[src/rtl/botupdt_sync_multi.sv]
// Multi-channel Rojobot update/acknowledge handshake: per-channel strobe sync,
// sticky pending flag, info snapshot, missed-update counter and a prioritised IRQ.

module botupdt_ch #(
    parameter int SYNC_STAGES = 2,
    parameter int INFO_W      = 32,
    parameter int OVF_W       = 8
) (
    input  logic              clk,
    input  logic              rst,
    input  logic              upd,
    input  logic [INFO_W-1:0] info,
    input  logic              ack,
    input  logic              miss_clr,
    output logic              pending,
    output logic [INFO_W-1:0] info_q,
    output logic [OVF_W-1:0]  miss_cnt
);
    logic [SYNC_STAGES-1:0] sync_q;
    logic                   prev;
    logic                   evt;
    logic                   ovwr;

    assign evt  = sync_q[SYNC_STAGES-1] & ~prev;
    // An event while still pending replaces an unread snapshot, unless the CPU is acking it now.
    assign ovwr = evt & pending & ~ack;

    always_ff @(posedge clk) begin
        if (rst) begin
            sync_q   <= '0;
            prev     <= 1'b0;
            pending  <= 1'b0;
            info_q   <= '0;
            miss_cnt <= '0;
        end else begin
            sync_q <= {sync_q[SYNC_STAGES-2:0], upd};
            prev   <= sync_q[SYNC_STAGES-1];
            if (evt) begin
                pending <= 1'b1;
                info_q  <= info;
            end else if (ack) begin
                pending <= 1'b0;
            end
            if (miss_clr)
                miss_cnt <= ovwr ? OVF_W'(1) : '0;
            else if (ovwr && miss_cnt != '1)
                miss_cnt <= miss_cnt + 1'b1;
        end
    end
endmodule

module botupdt_sync_multi #(
    parameter int NUM_CH      = 2,
    parameter int SYNC_STAGES = 2,
    parameter int INFO_W      = 32,
    parameter int OVF_W       = 8,
    parameter int ID_W        = 3
) (
    input  logic                     clk,
    input  logic                     rst,
    input  logic [NUM_CH-1:0]        i_upd,
    input  logic [NUM_CH*INFO_W-1:0] i_info,
    input  logic [NUM_CH-1:0]        i_ack,
    input  logic [NUM_CH-1:0]        i_mask,
    input  logic [NUM_CH-1:0]        i_miss_clr,
    output logic [NUM_CH-1:0]        o_pending,
    output logic [NUM_CH*INFO_W-1:0] o_info,
    output logic [NUM_CH*OVF_W-1:0]  o_miss_cnt,
    output logic                     o_irq,
    output logic [ID_W-1:0]          o_irq_id
);
    logic [NUM_CH-1:0] active;
    logic [ID_W-1:0]   id_nxt;

    for (genvar g = 0; g < NUM_CH; g++) begin : g_ch
        botupdt_ch #(
            .SYNC_STAGES(SYNC_STAGES),
            .INFO_W     (INFO_W),
            .OVF_W      (OVF_W)
        ) u_ch (
            .clk     (clk),
            .rst     (rst),
            .upd     (i_upd[g]),
            .info    (i_info[g*INFO_W +: INFO_W]),
            .ack     (i_ack[g]),
            .miss_clr(i_miss_clr[g]),
            .pending (o_pending[g]),
            .info_q  (o_info[g*INFO_W +: INFO_W]),
            .miss_cnt(o_miss_cnt[g*OVF_W +: OVF_W])
        );
    end

    // Scan downward so the lowest unmasked pending channel wins.
    always_comb begin
        active = o_pending & ~i_mask;
        id_nxt = '0;
        for (int i = NUM_CH - 1; i >= 0; i--)
            if (active[i]) id_nxt = ID_W'(i);
    end

    always_ff @(posedge clk) begin
        if (rst) begin
            o_irq    <= 1'b0;
            o_irq_id <= '0;
        end else begin
            o_irq    <= |active;
            o_irq_id <= id_nxt;
        end
    end
endmodule

[config.mk]
export PLATFORM = sky130hd
export DESIGN_NAME = botupdt_sync_multi
export DESIGN_NICKNAME = d
export VERILOG_FILES = /design/src/rtl/botupdt_sync_multi.sv
export SDC_FILE = /design/constraint.sdc
export NUM_CORES = 1
export LEC_CHECK = 0
export ABC_AREA = 1
export CORE_MARGIN = 3
export CORE_UTILIZATION = 30
export CTS_CLUSTER_DIAMETER = 40
export CTS_CLUSTER_SIZE = 10
export DETAILED_ROUTE_END_ITERATION = 10
export SLEW_MARGIN = 0
export SYNTH_ARGS = -nofsm -noshare
export SYNTH_HDL_FRONTEND = slang
export SYNTH_SLANG_ARGS = --single-unit
[constraint.sdc]
create_clock -name clk -period 2.3 [get_ports clk]
set_input_delay 0.23 -clock clk [delete_from_list [all_inputs] [get_ports clk]]
set_output_delay 0.23 -clock clk [all_outputs]
set_load 0.01 [all_outputs]
### Word-level counts from Yosys, hierarchy flattened

Cells that the tools add are included.

| word-level totals | value |
|---|---|
| output and inout port bits | 86 |
| memories kept | 0 |
| bits in read-only memories | 0 |
| input bits | 74 |
| memory bits (writable) | 0 |
| bits in registers | 92 |
| logic and storage cells | 47 |
| bits in latches | 0 |

| operators by class | value |
|---|---|
| $add $sub $neg | 2 |
| magnitude comparators | 0 |
| shifts and indexed selects | 0 |
| multipliers | 0 |
| eq/ne operators | 2 |
| muxes and demuxes | 11 |
| div/mod/pow operators | 0 |
| bitwise logic cells | 12 |
| reduce and logical (&&, ||, !) cells | 8 |

Operators by type and width:

| kind | count |
|---|---|
| two-way mux 8 bit | 4 |
| adder 8 x 1 -> 8 bit (second input constant) | 2 |
| inequality test 8 bit (second input constant) | 2 |
| nonzero test 2 bit | 4 |
| two-way mux 1 bit | 7 |
| AND 1 bit | 6 |
| NOT 1 bit | 4 |
| OR reduction 2 bit | 2 |
| AND 2 bit | 1 |
| logical AND 1 bit | 2 |
| NOT 2 bit | 1 |

### Logic depth before layout (Yosys ltp)

| depth | value |
|---|---|
| depth after elaboration | 7 |
| mapped depth | 10 |
| gate-level depth less buffers | 10 |

### By module

Synthesis repeated with hierarchy kept, for this count alone.

| unflattened totals | value |
|---|---|
| cells, all modules | 475 |
| area, all modules | 3557.2 µm² |

Modules (own cells, without submodules):

| module | sequential area each (µm²) | instances | area an instance (µm²) | cells each |
|---|---|---|---|---|
| botupdt_ch | 880.8 | 2 | 1729.2 | 231 |
| botupdt_sync_multi | 40.0 | 1 | 98.8 | 13 |

### Worst setup path after synthesis

Ideal clock, no wire load.

| path | value |
|---|---|
| path type | flip-flop to flip-flop |
| start | register g_ch[0].u_ch.miss_cnt[0] |
| end | register g_ch[0].u_ch.miss_cnt[6] |
| setup slack | 970 ps |
| data required time | 2191 ps |
| clock period less this slack | 1330 ps |
| setup time | 109 ps |
| stages on the path, launching flop included | 11 |
| arrival time | 1221 ps |
| cell sequence | dfxtp_1 ha_1 nand2_2 nor2_4 nand2_2 nand2_4 nand2_4 nand2_1 nand2_1 nand2_1 inv_1 |

| on the way | value |
|---|---|
| cells in the longest elaborated chain, start to end | 3 |

RTL lines:

| item | line | text |
|---|---|---|
| start: declaration | 17 | `output logic [OVF_W-1:0] miss_cnt` |
| start signal: assignment | 45 | `miss_cnt <= ovwr ? OVF_W'(1) : '0;` |
| start signal: assignment | 47 | `miss_cnt <= miss_cnt + 1'b1;` |
| adder 8 x 1 -> 8 bit / inequality test 8 bit (equally long branches) | 47, 46 |  |
| two-way mux 8 bit / logical AND 1 bit (equally long branches) | 46 | `else if (ovwr && miss_cnt != '1)` |
| two-way mux 8 bit / nonzero test 2 bit (equally long branches) | -- |  |

Several ways; a longest one is shown, not always the timed one. The select of a mux whose other input is x is not followed.
A chain may end at the register's enable or synchronous reset.

### Worst setup path in the final report

| path | value |
|---|---|
| start | register g_ch[1].u_ch.miss_cnt[0] |
| end | output o_miss_cnt[8] |

RTL lines:

| item | line | text |
|---|---|---|
| start: declaration | 17 |  |
| start signal: assignment | 45 |  |
| start signal: assignment | 47 |  |
| end: declaration | 68 | `output logic [NUM_CH*OVF_W-1:0] o_miss_cnt,` |

No word-level cell between the ends.

==> metrics.cfg <==
[status]
status=completed

[route]
vias=3466
wire_per_inst_um=13.2
routed_wl_um=10200
ant_nets=0
drc_errors=0
via_per_inst=4.49
drt_iter0_drc=228
dr.pass1.iters=5

[logic_synthesis]
synth_top_area_cell=dfxtp_1
synth_edf_count=0
synth_most_common_cell=nor2_1
yosys-top-cells-area=dfxtp_1 51%, nor2_1 15%, o21ai_0 9.4%
yosys_warnings=0
synth_top_area_share_pct=50.5
ys_top_cells_by_count=147 x nor2_1, 90 x dfxtp_1, 67 x o21ai_0
yosysUniqueCellTypes=23
syn_area_um2=3570
synth-main-ff-cell=dfxtp_1
syn_area_per_cell_um2=7.51
ys_seq_area_share_pct=50.5
ys_ff_latch=90
async_flop_share_pct=0
synthCells=475

[clock_network]
clock_sinks=90
cts_max_level=3
numCtsBuffers=9
ctsResizeCount=0
clkTransAtPathRegs_ps=70
cts_buffer_depth=2
post_cts_buffers=0
postCtsHoldBufs=0
clock_latency_ps=330
cts_tree=built
root_buffer=clkbuf_16

[timing]
setup_viol=0
fmax_ghz=0.632
fin_crit_sh_pct=68.8
finalSetupTns_ps=0
final.setup_skew_ps=8.24
finalHoldViolCount=0
rsz0062_at_grt=no
maxSlewViolCount=0
tightest_slew_ps=600
min_period_ps=1580
max_slew_margin_pct=59.9

[finish]
register_area_um2=1800
area_growth_pct=55.1
final_cells=772
nets=700
diodes=0
n_fill_cell=1141
fin_util_pct=48.0
drive_gt1_share_pct=8.27
multi_input_area_um2=1500

[setup_path]
crit_family=buffers and inverters
max_stage_delay_ps=590
cp-end-kind=output pin
path_cells=clkdlybuf4s50_1
path_buf_inv=1
crit_required_ps=2070
worstSetupPathType=reg -> out
cp_slowest_cell=clkdlybuf4s50_1
critPathLaunchType=flip-flop
cp_max_fo=5
crit_arrival_ps=1350

[pwr]
ir_drop_uv=359
p_leak_nw=2.09
power_density_nw_per_um2=652

[grt]
grt_pass1_vias=3211
grt_usage_pct=15.0
grt_pass1_wl_um=16000
antenna_found_initial=0
gr-total-overflow=0
grt_max_degree=43

[floorplanning]
rows=39
core-area_um2=11500
top_level_ports=160
initial_core_util_pct=31.0
die-area_um2=13200
die_w_um=115
die_y_um=115

[placement]
place_hpwl_um=7450
port_buffers=157
place_congestion=0.823
placedCellCount=756

[worst_hold_path]
min_path_type=reg -> reg

[job]
cap_violations=0

[cell families (layout without fill, tap and decap cells)]
logic type / count (synthesis) / count (layout) / share of synthesized area (%)
other: 1 / 2 / 0.105
DFF: 90 / 90 / 50.5
buffers and inverters: 62 / 215 / 7.54
adders and majority gates: 2 / 2 / 0.702
AOI/OAI and AO/OA: 91 / 91 / 13.1
and+or+nand+nor: 229 / 229 / 28.0
[layer usage]
metal | share of wire (%) | vias to the layer above | track usage, %
li1 | - | 1788 | -
met1 | 45 | 1574 | 18.8
met2 | 49 | 92 | 25.6
met3 | 4.1 | 12 | 2.68
met4 | 1.7 | 0 | 6.10
met5 | 0 | - | 0
[power breakdown]
group | internal, mW | switching [mW]
logic | 0.280 | 0.204
clock network | 0.838 | 0.616
registers | 1.63 | 0.0385
[final cells by class]
cell class                 count  area share [%]
clock buffer                   9            4.07
clock inverter                 7            1.27
inverter                      38            2.58
timing repair buffer         161            29.2
sequential                    90            32.6
tap                          143            3.23
multi-input combinational    324            27.1
[stage by stage]
stage / area [µm²] / hold WS (ps) / total power, mW / setup WS [ps]
3_3_place_gp: 5240 / 392 / 2.18 / 666
4_1_cts: 5530 / 402 / 3.66 / 701
6_report: 5530 / 400 / 3.61 / 717
3_5_place_dp: 5240 / 393 / 2.19 / 599
5_1_grt: 5530 / 420 / 3.79 / 642
2_1_floorplan: 3570 / 299 / 1.90 / 970
[cell usage in the layout, fill, tap and decap left out]
cell type	synthesis	final
a21oi_1	15	15
nor3_1	3	3
ha_1	2	2
or2_2	1	1
nor2_2	4	4
clkinv_2	0	2
nor2_4	6	6
bufinv_16	0	1
a21oi_2	2	2
buf_12	0	1
nand2_2	6	6
nand2_4	6	6
clkinvlp_4	0	4
conb_1	1	2
o21ai_0	67	67
clkbuf_16	0	9
clkdlybuf4s50_1	0	157
buf_4	4	3
o21bai_1	2	2
dfxtp_1	90	90
nand3_1	14	14
inv_1	31	31
nand2_1	42	42
o21ai_1	5	5
inv_2	7	7
nor2_1	147	147
[worst reg2reg max path, cell delays in order (launching register included)]
cell and delay [ps]:
dfxtp_1 400, inv_2 50, nand2_2 440, nor2_4 110
nand2_4 140, nand2_4 80, nand2_1 70, nand2_1 50
nand2_1 50, inv_1 40
[final timing paths]
check / start / to / slack (ps) / cells past startpoint
worst min register to register: g_ch[0].u_ch.sync_q[0] / g_ch[0].u_ch.sync_q[1] / 400 / 2
worst max-delay path: g_ch[1].u_ch.miss_cnt[0] / o_miss_cnt[8] / 720 / 1
worst max register to register: g_ch[1].u_ch.prev / g_ch[1].u_ch.miss_cnt[6] / 800 / 9
worst min-delay path: g_ch[0].u_ch.sync_q[0] / g_ch[0].u_ch.sync_q[1] / 400 / 2
[flip-flops by register name, summed over array words and instances, names as in the netlist]
register / flops
g_ch.u_ch.info_q: 64
g_ch.u_ch.sync_q: 4
g_ch.u_ch.pending: 2
g_ch.u_ch.prev: 2
o_irq: 1
g_ch.u_ch.miss_cnt: 16
o_irq_id: 1
No activity file was read; power rests on OpenSTA's default activity.
